==> src/rtl/rgen_response_mux_wait.sv <==
// Register-block response mux: waits for the selected register's ready, then
// returns one registered response pulse with read data and OKAY/SLVERR status.
module rgen_response_mux_wait #(
  parameter int DATA_WIDTH      = 32,
  parameter int TOTAL_REGISTERS = 1,
  parameter int TIMEOUT_CYCLES  = 0
) (
  input  logic                       clk,
  input  logic                       rst_n,
  input  logic                       i_command_valid,
  input  logic                       i_command_write,
  input  logic [TOTAL_REGISTERS-1:0] i_register_select,
  input  logic [TOTAL_REGISTERS-1:0] i_register_ready,
  input  logic [DATA_WIDTH-1:0]      i_register_read_data [TOTAL_REGISTERS],
  output logic                       o_response_ready,
  output logic [DATA_WIDTH-1:0]      o_read_data,
  output logic [1:0]                 o_status
);

  localparam int CW = (TIMEOUT_CYCLES > 0) ? $clog2(TIMEOUT_CYCLES + 1) : 1;
  localparam logic [CW-1:0] CNT_LAST = CW'((TIMEOUT_CYCLES > 0) ? TIMEOUT_CYCLES - 1 : 0);
  localparam logic [CW-1:0] CNT_MAX  = '1;
  localparam logic          TO_EN    = (TIMEOUT_CYCLES != 0);

  localparam logic [1:0] ST_OKAY   = 2'b00;
  localparam logic [1:0] ST_SLVERR = 2'b01;

  typedef enum logic [1:0] {
    S_IDLE,
    S_WAIT,
    S_RESPOND
  } state_t;

  state_t                 r_state;
  logic [CW-1:0]          r_counter;

  logic                   w_none;
  logic                   w_multi;
  logic                   w_hit;
  logic                   w_sel_ready;
  logic [DATA_WIDTH-1:0]  w_mux;
  logic [DATA_WIDTH-1:0]  w_cap_data;

  // Clearing the lowest set bit leaves something only if two or more bits were set.
  assign w_none      = (i_register_select == '0);
  assign w_multi     = |(i_register_select & (i_register_select - TOTAL_REGISTERS'(1)));
  assign w_hit       = !w_none && !w_multi;
  assign w_sel_ready = |(i_register_select & i_register_ready);

  always_comb begin
    w_mux = '0;
    for (int unsigned i = 0; i < TOTAL_REGISTERS; i++) begin
      w_mux = w_mux | (i_register_read_data[i] & {DATA_WIDTH{i_register_select[i]}});
    end
  end

  assign w_cap_data = i_command_write ? '0 : w_mux;

  // Outputs default to zero every cycle, so the response lasts exactly one cycle.
  always_ff @(posedge clk or negedge rst_n) begin
    if (!rst_n) begin
      r_state          <= S_IDLE;
      r_counter        <= '0;
      o_response_ready <= 1'b0;
      o_read_data      <= '0;
      o_status         <= ST_OKAY;
    end else begin
      o_response_ready <= 1'b0;
      o_read_data      <= '0;
      o_status         <= ST_OKAY;
      case (r_state)
        S_IDLE: begin
          if (i_command_valid) begin
            if (!w_hit) begin
              r_state          <= S_RESPOND;
              o_response_ready <= 1'b1;
              o_status         <= ST_SLVERR;
            end else if (w_sel_ready) begin
              r_state          <= S_RESPOND;
              o_response_ready <= 1'b1;
              o_read_data      <= w_cap_data;
            end else begin
              r_state   <= S_WAIT;
              r_counter <= '0;
            end
          end
        end
        S_WAIT: begin
          if (!i_command_valid) begin
            r_state   <= S_IDLE;
            r_counter <= '0;
          end else if (w_sel_ready) begin
            r_state          <= S_RESPOND;
            o_response_ready <= 1'b1;
            o_read_data      <= w_cap_data;
          end else if (TO_EN && (r_counter == CNT_LAST)) begin
            r_state          <= S_RESPOND;
            o_response_ready <= 1'b1;
            o_status         <= ST_SLVERR;
          end else if (r_counter != CNT_MAX) begin
            r_counter <= r_counter + CW'(1);
          end
        end
        S_RESPOND: begin
          r_state   <= S_IDLE;
          r_counter <= '0;
        end
        default: begin
          r_state   <= S_IDLE;
          r_counter <= '0;
        end
      endcase
    end
  end

endmodule

==> config.mk <==
export PLATFORM = sky130hd
export DESIGN_NAME = rgen_response_mux_wait
export DESIGN_NICKNAME = d
export VERILOG_FILES = /design/src/rtl/rgen_response_mux_wait.sv
export SDC_FILE = /design/constraint.sdc
export NUM_CORES = 1
export LEC_CHECK = 0
export ABC_AREA = 1
export CELL_PAD_IN_SITES_DETAIL_PLACEMENT = 2
export CELL_PAD_IN_SITES_GLOBAL_PLACEMENT = 2
export CORE_UTILIZATION = 22
export CTS_CLUSTER_DIAMETER = 30
export CTS_CLUSTER_SIZE = 24
export DETAILED_ROUTE_END_ITERATION = 8
export HOLD_SLACK_MARGIN = 0.12
export MAX_ROUTING_LAYER = met4
export PLACE_DENSITY_LB_ADDON = 0.1
export SYNTH_ARGS = -nofsm -noshare
export SYNTH_HDL_FRONTEND = slang
export SYNTH_SLANG_ARGS = --single-unit
==> constraint.sdc <==
create_clock -name clk -period 2.4 [get_ports clk]
set_input_delay 0.72 -clock clk [delete_from_list [all_inputs] [get_ports clk]]
set_output_delay 0.72 -clock clk [all_outputs]
set_load 0.01 [all_outputs]
==> results of run 1 <==
## logic make-up (layout without fill, tap and decap cells)
| family | after synthesis | in the layout | synth area share, % |
|---|---|---|---|
| AOI/OAI and AO/OA | 1 | 1 | 0.3922 |
| buffers and inverters | 11 | 84 | 5.789 |
| DFF | 36 | 36 | 70.66 |
| other | 1 | 1 | 0.2941 |
| and+or+nand+nor | 73 | 73 | 22.86 |
## per-stage QoR
stage / area, um2 / worst slack (ns) / total power [mW] / instances
after floorplan: 1275 / 1.133 / 0.6813 / 122
after global placement: 2019 / 0.3849 / 0.7752 / 259
after detailed placement: 2019 / 0.2609 / 0.7812 / 259
after CTS: 2146 / 0.4997 / 1.365 / 267
after global routing: 2146 / 0.4648 / 1.399 / 267
final: 2146 / 0.5203 / 1.338 / 267
## routing by layer
metal  global-route usage, %  wire length, um  share of wire (%)  vias to the layer above
met3                   5.000              288                7.9                        4
met4                   3.889               25               0.69                        0
met1                   12.95             1325                 37                      536
met5                       -                0                  0                        -
li1                        -                -                  -                      499
met2                   24.65             1992                 55                       46
## cells in the mapped netlist, types with 2 or more instances
cell type,number
buf_2,2
buf_4,2
buf_6,3
dfrtp_1,36
inv_1,3
nand2_1,37
nor2_1,29
nor2_2,5
## area by class of cell
| cell class | instances | share of cell area [%] |
|---|---|---|
| flip-flops and latches | 36 | 41.98 |
| repair buffers | 72 | 33.24 |
| multi-input cells | 75 | 13.99 |
| clock buffers | 7 | 4.490 |
| well taps | 72 | 4.198 |
| clock inverters | 1 | 1.399 |
| inverters | 4 | 0.6997 |
## flip-flops by register name, indices dropped and copies added, names as in the netlist
name,cells
o_response_ready,1
o_read_data,32
o_status,1
r_state,2
## final timing paths
path	slack (ns)	endpoint	depth (start not counted)
min in group asynchronous	0.52	o_read_data[3]$_DFF_PN0_	1
hold / removal	0.47	o_status[0]$_DFF_PN0_	1
setup / recovery	0.52	o_read_data[11]	1
hold reg to reg	0.47	o_status[0]$_DFF_PN0_	1
setup reg to reg	1.37	o_read_data[26]$_DFF_PN0_	4
max in group asynchronous	1.38	o_read_data[26]$_DFF_PN0_	1
## power by group
group | switching, mW | internal (mW)
Clock | 0.207 | 0.366
Sequential | 0.00364 | 0.619
Combinational | 0.0638 | 0.0788
Total | 0.274 | 1.06
==> summary.md, run 1 <==
| Metric | Value |
|---|---|
| Start point of the worst min-delay path | r_state[0]$_DFFE_PN0P_ |
| Master of the slowest instance on the critical path | clkdlybuf4s50_1 |
| Total Routed Length | between 3000 and 4000 um |
| # Max-Cap Violations | 0 |
| Status | complete, no violations |
| Clk slew on worst S/H paths | roughly 0.07 ns |
| CTS sink cnt | 36 |
| Via count of the first global-routing pass | roughly 1.2k |
| Number of buffers inserted by post-CTS setup repair | 0 |
| Endpoint kind of the worst setup timing path | output pin |
| Static power due to leakage | 0.9456 nW |
| Register area share after synthesis | slightly above 70% |
| Final core utilization | 38.73% |
| Worst Max-Slew Pin Slew | just under 0.8 ns |
| Critical Path Start Type | register |
| Area enclosed by the die boundary | ~6000 um2 |
| Post-synthesis cell area | about 1300 um2 |
| Synthesis-to-layout area growth | 68.30% |
| Family with the most delay on the worst path | buffers and inverters |
| Number of diodes | 0 |
| Top cell type's share of synthesized area | just over 70% |
| Number of enable-type register cells in the synthesized netlist | 0 |
| Cts bufs inserted | 5 |
| H-tree lvl count | 2 |
| Chip Width | slightly below 80 um |
| Routed via count | about 1.1k |
| Final count of pins violating max slew | 0 |
| Boundary pin count | 73 |
| Fmax achieved | ~530 MHz |
| Share of final-layout standard cells stronger than drive strength 1 | under 10% |
| Count of cells resized by post-cts repair | 0 |
| Final Hold Slack | about 0.47 ns |
| Type of the worst min-delay path | reg -> reg |
| Commonest non-fill, non-tap cells in the layout | 70 x clkdlybuf4s50_1, 37 x nand2_1, 36 x dfrtp_1 |
| Post-synth net total | 160 |
| Top flip-flop cell by instance count after synthesis | dfrtp_1 |
| Post-DR vias/cell | 4.064 |
| Vertical die dimension | about 78 um |
| First-pass GRT wire length | 5920 um |
| Maximum buffer depth of the clock tree | 2 |
| Antenna violations before repair | 0 |
| Weighted congestion at the end of routability-driven global placement | approximately 0.68 |
| Count of state elements after synthesis | 36 |
| Time the worst path needs with I/O delays and setup | approximately 1.9 ns |
| Data arrival, critical path | roughly 1.2 ns |
| Final critical-path share of the clock period | between 70% and 80% |
| Multi-input gate area | 300.3 um2 |
| Final total negative setup slack | 0 ns |
| Library cells used by synthesis | 13 |
| Clock insertion delay at the later pin of the skew report | 0.28 ns |
| Post-Synthesis Mean Instance Area | ~10 um2 |
| Largest clock skew in the final design | approximately 0.0042 ns |
| Leading cell type in the layout, fill and taps excluded | clkdlybuf4s50_1 |
| Worst path bufs/invs | 1 |
| Cell Rows | 27 |
| Placeable core region | approximately 5500 um2 |
| Quantity of hold-fixing buffers added after cts | 0 |
| Biggest cell delay along the critical path | about 0.55 ns |
| Global Route Usage Sum | between 10% and 20% |
| # fillers | around 600 |
| First-pass iteration count of the detailed router | 3 |
| Setup repair after global routing missed its margin | no |
| Final nets | ~230 |
| Final routed DRC violation total | 0 |
| Worst Path Class, Setup | reg -> out |
| Number of setup violations in the final report | 0 |
| Hold Vio Cnt, Final | 0 |
| Cell accounting for the most synthesized area | dfrtp_1 |
| Crit Path Max Fanout | 1 |
| Maximum resistive drop on vdd | 0.2327 mV |
| First element of the critical path | o_read_data[11]$_DFF_PN0_ |
| Post-synthesis async set-or-reset flop share | 100.0% |
| Syn Inst Count | 122 |
| Required time at the worst-slack endpoint | 1.68 ns |
| Area taken by flip-flops and latches | ~900 um2 |
| Yosys warning count | 0 |
| Cell at the root of the clock tree | clkbuf_8 |
| Origin of the critical flop-to-flop path | r_state[1]$_DFFE_PN0P_ |
| Gr ovfl total | 0 |
| Power density normalized to cell area | 623.7 nW/um2 |
| Violation count after the first detailed-route iteration | 44 |
| Cells taking the most area after synthesis | dfrtp_1 71%, nand2_1 11%, nor2_1 8.5% |
| Routed length per placed instance | approximately 14 um |
| CTS tree | done |
| Worst rel slew slack | between 40% and 50% |
| Total half-perimeter wirelength after legalization and detailed placement | 2674 um |
| Number of buffers added on ports | just over 70 |
| Largest net degree at the start of global routing | 37 |
| Critical-path cell list | clkdlybuf4s50_1 |
| Effective utilization at floorplan | 23.01% |
| ANT nets after route | 0 |
Power figures use the tool's default switching activity.
==> run 2: changes to the inputs <==
- CORE_UTILIZATION: 22 -> 21
- clock period: 2.4 -> 1.93 ns (I/O delays scaled with it)
==> summary.md, run 2 (synthesized netlist as in run 1, its figures left out) <==
| Metric | Value |
|---|---|
| Synthesis-to-layout area growth | 68.89% |
| Data arrival, critical path | 1.16 ns (about the same) |
| Cell count after placement | 264 (+1.9%) |
| Largest net degree at the start of global routing | 33 (-11%) |
| Type of the worst min-delay path | in -> async |
| Cell at the root of the clock tree | clkbuf_8 |
| Share of final-layout standard cells stronger than drive strength 1 | 8.122% (-0.083 points) |
| Final count of pins violating max slew | 0 (unchanged) |
| Routed length on met2 | 1977 um (-0.75%) |
| Largest reg by FF count | o_read_data |
| Count of non-filler cells in the finished layout | 272 (+1.9%) |
| Final routed DRC violation total | 0 (unchanged) |
| Length in cells of the worst reg-to-reg path | 4 (unchanged) |
| Post-route cell area | 2153 um2 (+0.35%) |
| Fmax achieved | between 500 and 600 MHz |
| Critical Path Start Type | register |
| Family with the most delay on the worst path | buffers and inverters |
| Hold Vio Cnt, Final | 0 (unchanged) |
| Largest clock skew in the final design | 0.005766 ns (+0.001517 ns) |
| Vertical die dimension | 79.92 um (+2.3%) |
| Boundary pin count | 73 (unchanged) |
| Weighted congestion at the end of routability-driven global placement | 0.6520 (-3.9%) |
| Final nets | 234 (+0.86%) |
| Biggest cell delay along the critical path | 0.54 ns (about the same) |
| Top routing layer in use | met4 |
| Via count of the first global-routing pass | 1,205 (-2.0%) |
| H-tree lvl count | 2 (unchanged) |
| Count of cells resized by post-cts repair | 0 (unchanged) |
| Violation count after the first detailed-route iteration | 64 (+45%) |
| Gr ovfl total | 0 (unchanged) |
| Placeable core region | 5886 um2 (+6.2%) |
| Number of diodes | 0 (unchanged) |
| Required time at the worst-slack endpoint | 1.35 ns (-0.33 ns) |
| Static power due to leakage | 0.9460 nW (about the same) |
| Final total negative setup slack | 0 ns (unchanged) |
| Met3 layer wire length in the routed design | 202 um (-30%) |
| Number of buffers added on ports | 71 (unchanged) |
| Clock insertion delay at the later pin of the skew report | 0.28 ns (about the same) |
| DP Area | 2063 um2 (+2.2%) |
| Time the worst path needs with I/O delays and setup | between 1.5 and 2 ns |
| Clk slew on worst S/H paths | 0.07 ns (about the same) |
| Commonest non-fill, non-tap cells in the layout | 70 x clkdlybuf4s50_1, 37 x nand2_1, 36 x dfrtp_1 |
| Post-DR vias/cell | 3.996 (-1.7%) |
| First-pass GRT wire length | 5885 um (-0.59%) |
| Setup repair after global routing missed its margin | no |
| Endpoint kind of the worst setup timing path | output pin |
| Total Routed Length | 3602 um (-0.77%) |
| Final critical-path share of the clock period | roughly nine tenths |
| Leading cell type in the layout, fill and taps excluded | clkdlybuf4s50_1 |
| Worst reg2reg path endpoint | o_read_data[27]$_DFF_PN0_ |
| Cell Rows | 28 (+3.7%) |
| Number of buffers inserted by post-CTS setup repair | 0 (unchanged) |
| Antenna violations before repair | 0 (unchanged) |
| Effective utilization at floorplan | 21.66% (-1.4 points) |
| Number of setup violations in the final report | 0 (unchanged) |
| Quantity of hold-fixing buffers added after cts | 0 (unchanged) |
| Critical-path cell list | clkdlybuf4s50_1 |
| Routed via count | 1,087 (+0.18%) |
| Met1 routed wirelength after detailed routing | 1375 um (+3.8%) |
| CTS sink cnt | 36 (unchanged) |
| Maximum buffer depth of the clock tree | 2 (unchanged) |
| ANT nets after route | 0 (unchanged) |
| Master of the slowest instance on the critical path | clkdlybuf4s50_1 |
| Origin of the critical flop-to-flop path | r_state[1]$_DFFE_PN0P_ |
| Power density normalized to cell area | 700.9 nW/um2 (+12%) |
| # Max-Cap Violations | 0 (unchanged) |
| Maximum resistive drop on vdd | 0.2348 mV (+0.92%) |
| First-pass iteration count of the detailed router | 4 (+1) |
| Cts bufs inserted | 5 (unchanged) |
| Regs by FF count | o_read_data: 32 flops, r_state: 2 flops |
| Number of flip-flops under the largest register name | 32 (unchanged) |
| Routed length per placed instance | 13.24 um (-2.6%) |
| Crit Path Max Fanout | 1 (unchanged) |
| Worst path bufs/invs | 1 (unchanged) |
| Global Route Usage Sum | 12.92% (-0.44 points) |
| Worst Path Class, Setup | reg -> out |
| Total half-perimeter wirelength after legalization and detailed placement | 2621 um (-2.0%) |
| CTS tree | done |
| Slack of the worst reg-to-reg path | 0.96 ns (-0.41 ns) |
| Chip Width | 79.92 um (+2.3%) |
| Area enclosed by the die boundary | 6387 um2 (+4.6%) |
| Status | complete, no violations |
[run 2: changes by cell type in the layout (fill, tap and decap cells not counted)]
cell,before,now
clkbuf_8,7,6
buf_12,0,2
clkbuf_1,0,2
bufinv_16,1,0
[run 2: power by group]
group	internal (mW)	switching, mW
Clock	0.291	0.256
Combinational	0.106	0.0816
Sequential	0.769	0.00470
Total	1.17	0.342
[run 2: cell type report]
| type | instances | area [um2] |
|---|---|---|
| multi-input cells | 75 | 300.3 |
| flip-flops and latches | 36 | 900.9 |
| inverters | 4 | 15.01 |
| fillers | 666 | 3732 |
| clock buffers | 8 | 90.09 |
| repair buffers | 74 | 753.2 |
| well taps | 75 | 93.84 |
[run 2: routing by layer]
metal  vias to the layer above  GRT usage (%)
li1                        503              -
met1                       535          13.75
met2                        43          23.33
met3                         6          2.857
met4                         0          4.821
met5                         -              -
[run 2: how the worst max path moves through the flow]
stage	from	to	cells after the start	slack (ns)
floorplan	i_command_write	o_read_data[10]$_DFF_PN0_	3	0.80
finish	o_read_data[26]$_DFF_PN0_	o_read_data[26]	1	0.19
detailed placement	i_register_select	o_read_data[27]$_DFF_PN0_	6	0.22
CTS	o_read_data[31]$_DFF_PN0_	o_read_data[31]	1	0.16
global route	o_read_data[24]$_DFF_PN0_	o_read_data[24]	1	0.13
global placement	i_register_select	o_read_data[20]$_DFF_PN0_	6	0.28
[run 2: metrics by stage]
step	hold WS [ns]	setup slack [ns]	utilization [%]	power [mW]
floorplan	0.2834	0.8036	-	0.8472
global placement	0.4173	0.2806	35.06	0.9736
detailed placement	0.4432	0.2183	35.06	0.9820
CTS	0.2104	0.1619	36.59	1.541
global route	0.2175	0.1312	36.59	1.588
finish	0.2077	0.1882	36.59	1.509
